--- src/rtl/alu_share_arbiter.sv ---
// Round-robin arbiter sharing one combinational 32-bit ALU between NREQ requesters.
// The granted operation's ALU result is captured into a single result buffer held until consumed.
module alu_share_arbiter #(
   parameter int unsigned NREQ     = 2,
   parameter int unsigned RR_RESET = 0
) (
   input  logic                 clk,
   input  logic                 rst_n,
   input  logic                 flush,
   input  logic [NREQ-1:0]      req_valid,
   output logic [NREQ-1:0]      req_ready,
   input  logic [NREQ*4-1:0]    req_ctrl,
   input  logic [NREQ*32-1:0]   req_src1,
   input  logic [NREQ*32-1:0]   req_src2,
   output logic [NREQ-1:0]      rsp_valid,
   input  logic [NREQ-1:0]      rsp_ready,
   output logic [31:0]          rsp_data,
   output logic [3:0]           alu_ctrl,
   output logic [31:0]          alu_src1,
   output logic [31:0]          alu_src2,
   input  logic [31:0]          alu_out,
   output logic                 busy
);

   localparam int unsigned IW       = (NREQ > 1) ? $clog2(NREQ) : 1;
   localparam int unsigned XW       = IW + 1;
   localparam int unsigned LastInit = (RR_RESET + NREQ - 1) % NREQ;

   localparam logic [0:0] StIdle = 1'b0;
   localparam logic [0:0] StHold = 1'b1;

   logic [0:0]    state_q, state_d;
   logic [IW-1:0] owner_q, owner_d;
   logic [IW-1:0] last_q, last_d;
   logic [31:0]   data_q, data_d;
   logic [IW-1:0] grant;
   logic [XW-1:0] idx;
   logic          any_valid;
   logic          can_accept;
   logic          accept;

   assign any_valid = |req_valid;

   // Scan from the farthest offset down so the nearest valid requester after last_q wins.
   always_comb begin
      grant = last_q;
      idx   = '0;
      for (int k = NREQ; k >= 1; k--) begin
         idx = {1'b0, last_q} + XW'(k);
         if (idx >= XW'(NREQ)) begin
            idx = idx - XW'(NREQ);
         end
         if (req_valid[idx[IW-1:0]]) begin
            grant = idx[IW-1:0];
         end
      end
   end

   always_comb begin
      alu_ctrl = '0;
      alu_src1 = '0;
      alu_src2 = '0;
      for (int i = 0; i < NREQ; i++) begin
         if (any_valid && grant == IW'(i)) begin
            alu_ctrl = req_ctrl[i*4 +: 4];
            alu_src1 = req_src1[i*32 +: 32];
            alu_src2 = req_src2[i*32 +: 32];
         end
      end
   end

   assign can_accept = !flush && ((state_q == StIdle) || rsp_ready[owner_q]);
   assign accept     = can_accept && any_valid;
   assign req_ready  = accept ? (NREQ'(1) << grant) : '0;

   always_comb begin
      state_d = state_q;
      owner_d = owner_q;
      last_d  = last_q;
      data_d  = data_q;
      if (flush) begin
         state_d = StIdle;
      end else if (accept) begin
         state_d = StHold;
         owner_d = grant;
         last_d  = grant;
         data_d  = alu_out;
      end else if (state_q == StHold && rsp_ready[owner_q]) begin
         state_d = StIdle;
      end
   end

   always_ff @(posedge clk or negedge rst_n) begin
      if (!rst_n) begin
         state_q <= StIdle;
         owner_q <= '0;
         last_q  <= IW'(LastInit);
         data_q  <= '0;
      end else begin
         state_q <= state_d;
         owner_q <= owner_d;
         last_q  <= last_d;
         data_q  <= data_d;
      end
   end

   assign busy      = (state_q == StHold);
   assign rsp_valid = busy ? (NREQ'(1) << owner_q) : '0;
   assign rsp_data  = data_q;

endmodule

--- config.mk ---
export PLATFORM = sky130hd
export DESIGN_NAME = alu_share_arbiter
export DESIGN_NICKNAME = d
export VERILOG_FILES = /design/src/rtl/alu_share_arbiter.sv
export SDC_FILE = /design/constraint.sdc
export NUM_CORES = 1
export LEC_CHECK = 0
export CORE_AREA = 2 2 108 110
export CTS_CLUSTER_SIZE = 10
export DETAILED_ROUTE_END_ITERATION = 16
export DIE_AREA = 0 0 110 112
export GPL_TIMING_DRIVEN = 0
export PLACE_DENSITY = 0.73
export SETUP_SLACK_MARGIN = 0.3
export SLEW_MARGIN = 10
export SYNTH_ARGS = -nofsm -noshare
export SYNTH_HDL_FRONTEND = slang
export SYNTH_SLANG_ARGS = --single-unit
export TNS_END_PERCENT = 50
--- constraint.sdc ---
create_clock -name clk -period 2 [get_ports clk]
set_clock_uncertainty 0.2 [all_clocks]
set_input_delay 0.4 -clock clk [delete_from_list [all_inputs] [get_ports clk]]
set_output_delay 0.4 -clock clk [all_outputs]
set_load 0.1 [all_outputs]
==> results of run 1 <==
[final cells by class]
class	count	area, µm²	area share, %
sequential	35	882	13.1
inverter	2	7.51	0.111
clock inverter	2	12.5	0.186
clock buffer	6	129	1.91
tap	143	179	2.66
timing repair buffer	293	3530	52.5
buffer	18	250	3.72
multi-input combinational	118	1740	25.8
[logic make-up (layout without fill, tap and decap cells)]
family | after synthesis | count (layout)
simple gates | 8 | 8
buf+inv | 20 | 321
compound gates | 76 | 76
mux | 34 | 34
flops | 35 | 35
[power by group]
group          leakage (nW)  switching, mW  internal [mW]
Combinational          2.45           4.17           2.33
Sequential            0.406          0.100          0.900
Clock                0.0669          0.283          0.459
Total                  2.92           4.56           3.69
[critical path, delay by kind of cell, from the launching register on]
| kind | cells | cell delay [ps] |
|---|---|---|
| AO/OA/AOI/OAI | 1 | 260 |
| buffers and inverters | 4 | 560 |
| flip-flops | 1 | 360 |
| AND/OR/NAND/NOR | 2 | 280 |
[layer usage]
layer	vias up	global-route usage, %
met5	-	0
met4	0	4.05
met3	15	7.32
met2	158	39.2
met1	1352	19.6
li1	1289	-
[what timing repair did]
action	4_1_cts	5_1_grt
pin swaps	8	10
endpoints found under the setup margin	138	103
buffers inserted	10	0
gates cloned	3	1
resized for setup	856	8
[Yosys cell counts, drive strengths merged]
cell     instances  area (µm²)
a2bb2oi          1        8.76
o21bai           1        7.51
and2b            1        8.76
clkbuf           5        18.8
o21ai            2        10.0
inv              2        7.51
o21a             1        7.51
nand2b           1        6.26
nor2b            2        12.5
buf             13        86.3
mux2            32         368
mux2i            2        20.0
a21oi            2        21.3
dfrtp           34         851
a21boi           1        7.51
nand2            1        3.75
dfstp            1        26.3
a22o            68         596
and2             3        18.8
[flip-flops by register name, summed over array words and instances (netlist names)]
name      cells
rsp_data     32
busy          1
owner_q       1
last_q        1
[metrics by stage]
step | power [mW] | hold WS [ps] | worst slack, ps | cell area [µm²] | TNS [ps]
finish | 8.25 | 4.51 | -364 | 6740 | -23500
global route | 8.48 | 71.5 | -393 | 6740 | -25950
CTS | 8.26 | 35.3 | -386 | 6710 | -25870
detailed placement | 6.58 | 299 | -1910 | 5600 | -136960
global placement | 6.54 | 281 | -1880 | 5600 | -148520
floorplan | 5.18 | -95.6 | -235 | 2630 | -3960
[worst max-delay path by stage]
stage                      start            to  slack, ps  cells after the start
floorplan                   busy  req_ready[1]       -230                      3
finish                    last_q  alu_src2[29]       -360                      7
global placement    req_valid[1]  alu_src1[16]      -1880                      6
detailed placement  req_valid[1]  alu_src1[15]      -1910                      6
CTS                       last_q   alu_src1[3]       -390                      7
global route              last_q   alu_src2[9]       -390                      7
==> run metrics, run 1 <==
status=finished with violations; failing checks=negative setup slack; max-slew violations=0; Area Growth Syn to Fin=223%; worst reg2reg path depth=5; cts bufs inserted=5; syn_nets=348; CP Max Fanout=5; Ys Warns=0; Critical Path Most Common Cell=buf_12; clk root buf=clkbuf_16; Final Util=60.3%; Tcrit/Tclk final=118%; Vias per Instance=4.56; post-DP HPWL=10.0 mm; Setup crit start kind=flop; critical path cell sequence=nand2b_4 -> and2_4 -> buf_8 -> buf_12 -> clkbuf_16 -> a22o_4 -> buf_12; largest family of logic cells by synthesized area=compound AO/OA/AOI/OAI gates; CTS tree=built; proportion of layout cells with a drive suffix above 1=54.9%; global-route wire length before repair=18.6 mm; CP max-delay cell=dfstp_2; mux contribution to synthesized area=18.6%; clock sinks=35; max layer used=met4; routability cong.=0.780; vias in the first global route=3,213; WL met1=4.17 mm; layout filler cell count=849; # setup viols final=71; max-cap viol count=0; Hold Crit Class=in -> async; Ports=280; pin count of the biggest net entering global routing=36; Post-Synth Adder-Cell Area=0%; Syn Area/Cell=12.1 µm²; CP Data Required Time=1400 ps; Post-Synth XOR/XNOR Area=0%; Worst Max-Slew Pin Slew=778 ps; Clock Latency Late Sink=270 ps; r2r setup slk=200 ps; Pleak=2.92 nW; grt ovf=0; Cells after Synth=173; hold_buf cts=0; DRT Wirelength=12.9 mm; Die Width=110 µm; Synth Area in Compound Gates=31.6%; Netlist cell types=23; pwr dens=1220 nW/µm²; Cell Area, Synth=2090 µm²; Starting Density=18.7%; Final WS setup=-364 ps; Layout Cells excl Fill=617; RSZ-0062 raised after global routing=true; sequential-to-total area share from yosys stat=42.1%; nature of the critical path endpoint=output port; post-layout min period=2360 ps; Met3 Routed Length=1.33 mm; reg2reg start=owner_q; CTS Buffer Depth=2; Cells after DPL=595; Fin. Hold Viols=0; worst r2r dst=rsp_data[5]; average wire per standard cell=21.0 µm; First-pass DRT Iterations=4; CP Data Arrival Time=1760 ps; DR iter-0 viols=109; Max-slew headroom=48.1%; #FFs+latches synth=35; antenna diode count=0; initial antenna violation count=0; maximum VDD drop=821 µV; clock transition at the registers of the reported paths=60 ps; final-stage net count=648; # rows=39; area of the core=11,200 µm²; DRC viols=0; number of antenna-violating nets in the routed design=0; Crit path largest cell delay=360 ps; routed vias=2,814; Tot GR Track Use=20.1%; simple-gate area share of the yosys netlist=2.40%; PortBufs=279; fmax=423 MHz; metal2 WL=7.22 mm; commonest non-fill, non-tap cell in the layout=clkdlybuf4s50_1; most frequent cells in the layout=clkdlybuf4s50_1 (168), buf_12 (80), a22o_4 (68); die height=112 µm; critical path type=reg -> out; H-tree depth=2; die area=12,300 µm²
No activity file was read; power rests on OpenSTA's default activity.
==> run 2: changes to the inputs <==
==> config.mk (replaced) <==
export PLATFORM = sky130hd
export DESIGN_NAME = alu_share_arbiter
export DESIGN_NICKNAME = d
export VERILOG_FILES = /design/src/rtl/alu_share_arbiter.sv
export SDC_FILE = /design/constraint.sdc
export NUM_CORES = 1
export LEC_CHECK = 0
export CORE_ASPECT_RATIO = 0.6
export CORE_MARGIN = 5
export CORE_UTILIZATION = 23
export CTS_CLUSTER_SIZE = 10
export DETAILED_ROUTE_END_ITERATION = 16
export GPL_TIMING_DRIVEN = 0
export PLACE_DENSITY = 0.86
export SETUP_SLACK_MARGIN = 0.3
export SLEW_MARGIN = 20
export SYNTH_ARGS = -nofsm -noshare
export SYNTH_HDL_FRONTEND = slang
export SYNTH_SLANG_ARGS = --single-unit
export TNS_END_PERCENT = 50
==> run metrics, run 2 (synthesized netlist as in run 1, its figures left out) <==
layout filler cell count=513; placed inst area=5580 µm²; routability cong.=0.897; critical path type=reg -> out; clk root buf=clkbuf_16; Worst Path Buf+Inv=4; Pleak=2.99 nW; Fin. Hold Viols=0; post-DP HPWL=9.78 mm; Hold Crit Class=reg -> reg; Sw Pwr=4.58 mW; routed vias=2,868; Clock Power Share=8.8%; H-tree depth=2; average wire per standard cell=22.8 µm; CTS Buffer Depth=2; cell-internal power=3.79 mW; pwr dens=1220 nW/µm²; PortBufs=279; Final WS setup=-428 ps; Layout Cells excl Fill=595; sequential power share=12.0%; DRC viols=0; die height=83.8 µm; Tcrit/Tclk final=121%; Tot GR Track Use=22.7%; Multi-input gate area=1690 µm²; critical hold path startpoint=rsp_data[2]; Clock Latency Late Sink=280 ps; fmax=412 MHz; commonest non-fill, non-tap cell in the layout=clkdlybuf4s50_1; cts bufs inserted=5; number of antenna-violating nets in the routed design=0; max-slew violations=0; CP Max Fanout=7; proportion of layout cells with a drive suffix above 1=54.7%; CP max-delay cell=dfstp_2; antenna diode count=0; total power draw=8.37 mW; worst reg2reg path depth=5; global-route wire length before repair=19.9 mm; Worst Max-Slew Pin Slew=554 ps; initial antenna violation count=0; worst min-delay path endpoint=rsp_data[2]; r2r setup slk=150 ps; grt ovf=0; DR iter-0 viols=82; max FFs per register=32; status=finished with violations; Max-slew headroom=63.2%; Comb pwr share=79.2%; Register Area=881 µm²; Die Width=133 µm; Starting Density=24.0%; WHS Path Cells=1; post-layout min period=2430 ps; CP delay by family, top=buffers and inverters; Setup crit start kind=flop; vias in the first global route=3,288; Cells after DPL=565; nature of the critical path endpoint=output port; RSZ-0062 raised after global routing=true; worst r2r dst=rsp_data[7]; Vias per Instance=4.82; final-stage net count=657; cell area after layout=6850 µm²; switching share of power=54.7%; # setup viols final=70; maximum VDD drop=741 µV; First-pass DRT Iterations=4; clock sinks=35; critical path cell sequence=nand2b_4 -> and2_4 -> clkbuf_16 -> buf_12 -> clkbuf_16 -> a22o_4 -> buf_12; Crit path largest cell delay=530 ps; failing checks=negative setup slack; die area=11,100 µm²; pin count of the biggest net entering global routing=24; most frequent cells in the layout=clkdlybuf4s50_1 (171), buf_12 (79), a22o_4 (63); clock transition at the registers of the reported paths=50 ps; CTS tree=built; area of the core=8690 µm²; Area Growth Syn to Fin=228%; # rows=26; Ports=280; max-cap viol count=0; CP Data Arrival Time=1830 ps; DRT Wirelength=13.5 mm; CP Data Required Time=1400 ps; reg2reg start=owner_q
## run 2: cell types whose count changed in the layout (fill, tap and decap cells not counted), moves of 2 or more
cell,change
clkbuf_8,+3
clkbuf_16,+2
buf_8,+2
a22o_4,-5
dlygate4sd2_1,-2
clkdlybuf4s50_1,+3
buf_6,+4
a22o_2,+5
buf_2,-6
## run 2: worst max path at each step
stage	slack (ps)	from	cells after the start	to
global placement	-1880	req_valid[1]	6	alu_src1[29]
finish	-430	last_q	7	alu_src1[30]
floorplan	-230	busy	3	req_ready[1]
detailed placement	-1900	req_valid[1]	6	alu_src1[16]
CTS	-430	last_q	7	alu_src1[16]
global route	-470	last_q	7	alu_src1[15]
## run 2: what timing repair did
item,4_1_cts,5_1_grt
endpoints found under the setup margin,138,129
cloned,5,2
buffers inserted,9,5
endpoints found under the hold margin,12,0
pin swaps,13,5
resized for setup,743,83
hold buffers,1,0
## run 2: layout make-up
class / instances / share of cell area, %
timing repair buffer: 302 / 54.3
multi-input combinational: 118 / 24.7
sequential: 35 / 12.9
clock buffer: 7 / 1.94
buffer: 18 / 3.98
inverter: 2 / 0.110
tap: 112 / 2.05
clock inverter: 1 / 0.0731
## run 2: metrics by stage
stage,util (%),setup WS [ps],setup TNS [ps],hold WS (ps)
2_1_floorplan,-,-235,-3960,-95.6
3_3_place_gp,64.0,-1880,-147340,281
3_5_place_dp,64.3,-1900,-135710,123
4_1_cts,78.5,-426,-34240,305
5_1_grt,78.8,-469,-29760,319
6_report,78.8,-428,-25670,299
## run 2: power by group through the flow
stage | Sequential [mW] | Clock, mW | Combinational (mW)
final | 1.00 | 0.737 | 6.63
after global routing | 1.03 | 0.787 | 6.78
after CTS | 1.01 | 0.749 | 6.61
after detailed placement | 1.02 | 0 | 5.56
after global placement | 1.00 | 0 | 5.52
after floorplan | 2.20 | 0 | 2.99
## run 2: metal layers
metal	global-route usage, %	part of all wire, %
met2	43.3	54
met1	23.9	36
met4	6.89	3.1
met5	0	0
met3	7.05	7.4
==> run 3: changes to the inputs <==
--- a/config.mk
+++ b/config.mk
@@ -17,4 +17,3 @@
 export SYNTH_ARGS = -nofsm -noshare
 export SYNTH_HDL_FRONTEND = slang
 export SYNTH_SLANG_ARGS = --single-unit
-export TNS_END_PERCENT = 50
==> run metrics, run 3 (synthesized netlist as in run 1, its figures left out) <==
status=finished with violations; failing checks=negative setup slack; most frequent cells in the layout=clkdlybuf4s50_1 (169), buf_12 (84), a22o_4 (68); critical path type=reg -> out; Comb pwr share=77.9%; max FFs per register=32; Area Growth Syn to Fin=236%; pin count of the biggest net entering global routing=27; clock transition at the registers of the reported paths=50 ps; Worst Path Buf+Inv=4; Die Width=133 µm; maximum VDD drop=918 µV; Tcrit/Tclk final=121%; initial antenna violation count=0; # setup viols final=70; fmax=414 MHz; Ports=280; post-route setup TNS=-25,120 ps; First-pass DRT Iterations=4; cell-internal power=4.01 mW; number of antenna-violating nets in the routed design=0; Tot GR Track Use=24.2%; CP max-delay cell=dfstp_2; Final WS setup=-413 ps; clk root buf=clkbuf_16; DRC viols=0; CTS tree=built; switching share of power=53.6%; max-slew violations=0; routability cong.=0.782; Hold Crit Class=reg -> reg; commonest non-fill, non-tap cell in the layout=clkdlybuf4s50_1; Pleak=3.11 nW; CP delay by family, top=buffers and inverters; clock sinks=35; die height=83.8 µm; Starting Density=24.0%; critical path cell sequence=nand2b_4 -> and2_4 -> clkbuf_16 -> buf_12 -> clkbuf_16 -> a22o_4 -> buf_12; CTS Buffer Depth=2; Fin. Hold Viols=0; # rows=26; grt ovf=0; Clock Power Share=10.3%; average wire per standard cell=23.5 µm; Max-slew headroom=66.4%; Worst Max-Slew Pin Slew=508 ps; CP Data Arrival Time=1810 ps; max-cap viol count=0; CP Data Required Time=1400 ps; DR iter-0 viols=35; PortBufs=279; vias in the first global route=3,350; global-route wire length before repair=20.9 mm; H-tree depth=2; nature of the critical path endpoint=output port; Setup crit start kind=flop; Crit path largest cell delay=530 ps; sequential power share=11.8%; cts bufs inserted=5; Final Util=80.8%; pwr dens=1230 nW/µm²; antenna diode count=0; routed vias=2,860; proportion of layout cells with a drive suffix above 1=55.4%; CP Max Fanout=7; DRT Wirelength=14.0 mm; Vias per Instance=4.80; area of the core=8690 µm²; RSZ-0062 raised after global routing=true; layout filler cell count=480; final-stage net count=658; die area=11,100 µm²; Sw Pwr=4.64 mW; Clock Latency Late Sink=280 ps; post-DP HPWL=10.2 mm; post-layout min period=2410 ps
[run 3: changes by cell type in the layout (fill, tap and decap cells not counted), moves of 3 or more]
cell | previous run | this run
buf_2 | 27 | 21
a22o_2 | 5 | 0
mux2_4 | 2 | 22
a22o_4 | 63 | 68
buf_12 | 79 | 84
clkbuf_4 | 5 | 16
mux2_2 | 30 | 10
buf_8 | 3 | 0
[run 3: path summary, 6_finish.rpt]
| kind | startpoint | end | slack (ps) | depth (start not counted) |
|---|---|---|---|---|
| max in group asynchronous | rst_n | last_q | 800 | 3 |
| min in group asynchronous | rst_n | rsp_data[18] | 310 | 2 |
| max reg2reg | owner_q | rsp_data[0] | 230 | 5 |
| max | last_q | alu_src1[28] | -410 | 7 |
| min | rsp_data[26] | rsp_data[26] | 300 | 1 |
| min reg2reg | rsp_data[26] | rsp_data[26] | 300 | 1 |
[run 3: per-layer routing]
metal,track usage (%),vias to the layer above,wire length (µm)
met4,5.85,0,278
met5,0,-,0
met2,46.5,132,7810
li1,-,1305,-
met3,7.17,19,903
met1,26.0,1404,5030
[run 3: power groups by stage]
stage | logic (mW) | registers, mW | clock network [mW]
final | 6.74 | 1.02 | 0.888
after global routing | 6.90 | 1.04 | 0.941
after CTS | 6.64 | 1.01 | 0.905
after detailed placement | 5.73 | 1.02 | 0
after global placement | 5.68 | 1.02 | 0
after floorplan | 3.15 | 2.20 | 0
[run 3: timing repair]
action / CTS / global route
hold buffers: 1 / 0
pin swaps: 3 / 4
gates resized for setup: 849 / 18
endpoints found under the hold margin: 9 / 0
cloned: 5 / 2
setup endpoints to repair: 138 / 117
buffers inserted: 11 / 4
[run 3: per-stage QoR]
stage               std cells  total power, mW  instance area [µm²]  worst slack [ps]  hold WS [ps]
finish                    596             8.64                 7020              -413           303
global route              596             8.88                 7020              -460           326
CTS                       590             8.56                 6900              -429           308
detailed placement        565             6.75                 5810             -1900          77.0
global placement          564             6.70                 5790             -1880           282
floorplan                 173             5.35                 2860              -235         -95.6
[run 3: layout make-up]
type                       count  area [µm²]  area share (%)
clock buffer                   5         125            1.78
timing repair buffer         303        3730            53.2
inverter                       2        7.51           0.107
sequential                    35         882            12.6
clock inverter                 3        43.8           0.624
tap                          112         140            2.00
multi-input combinational    118        1810            25.7
buffer                        18         280            3.99
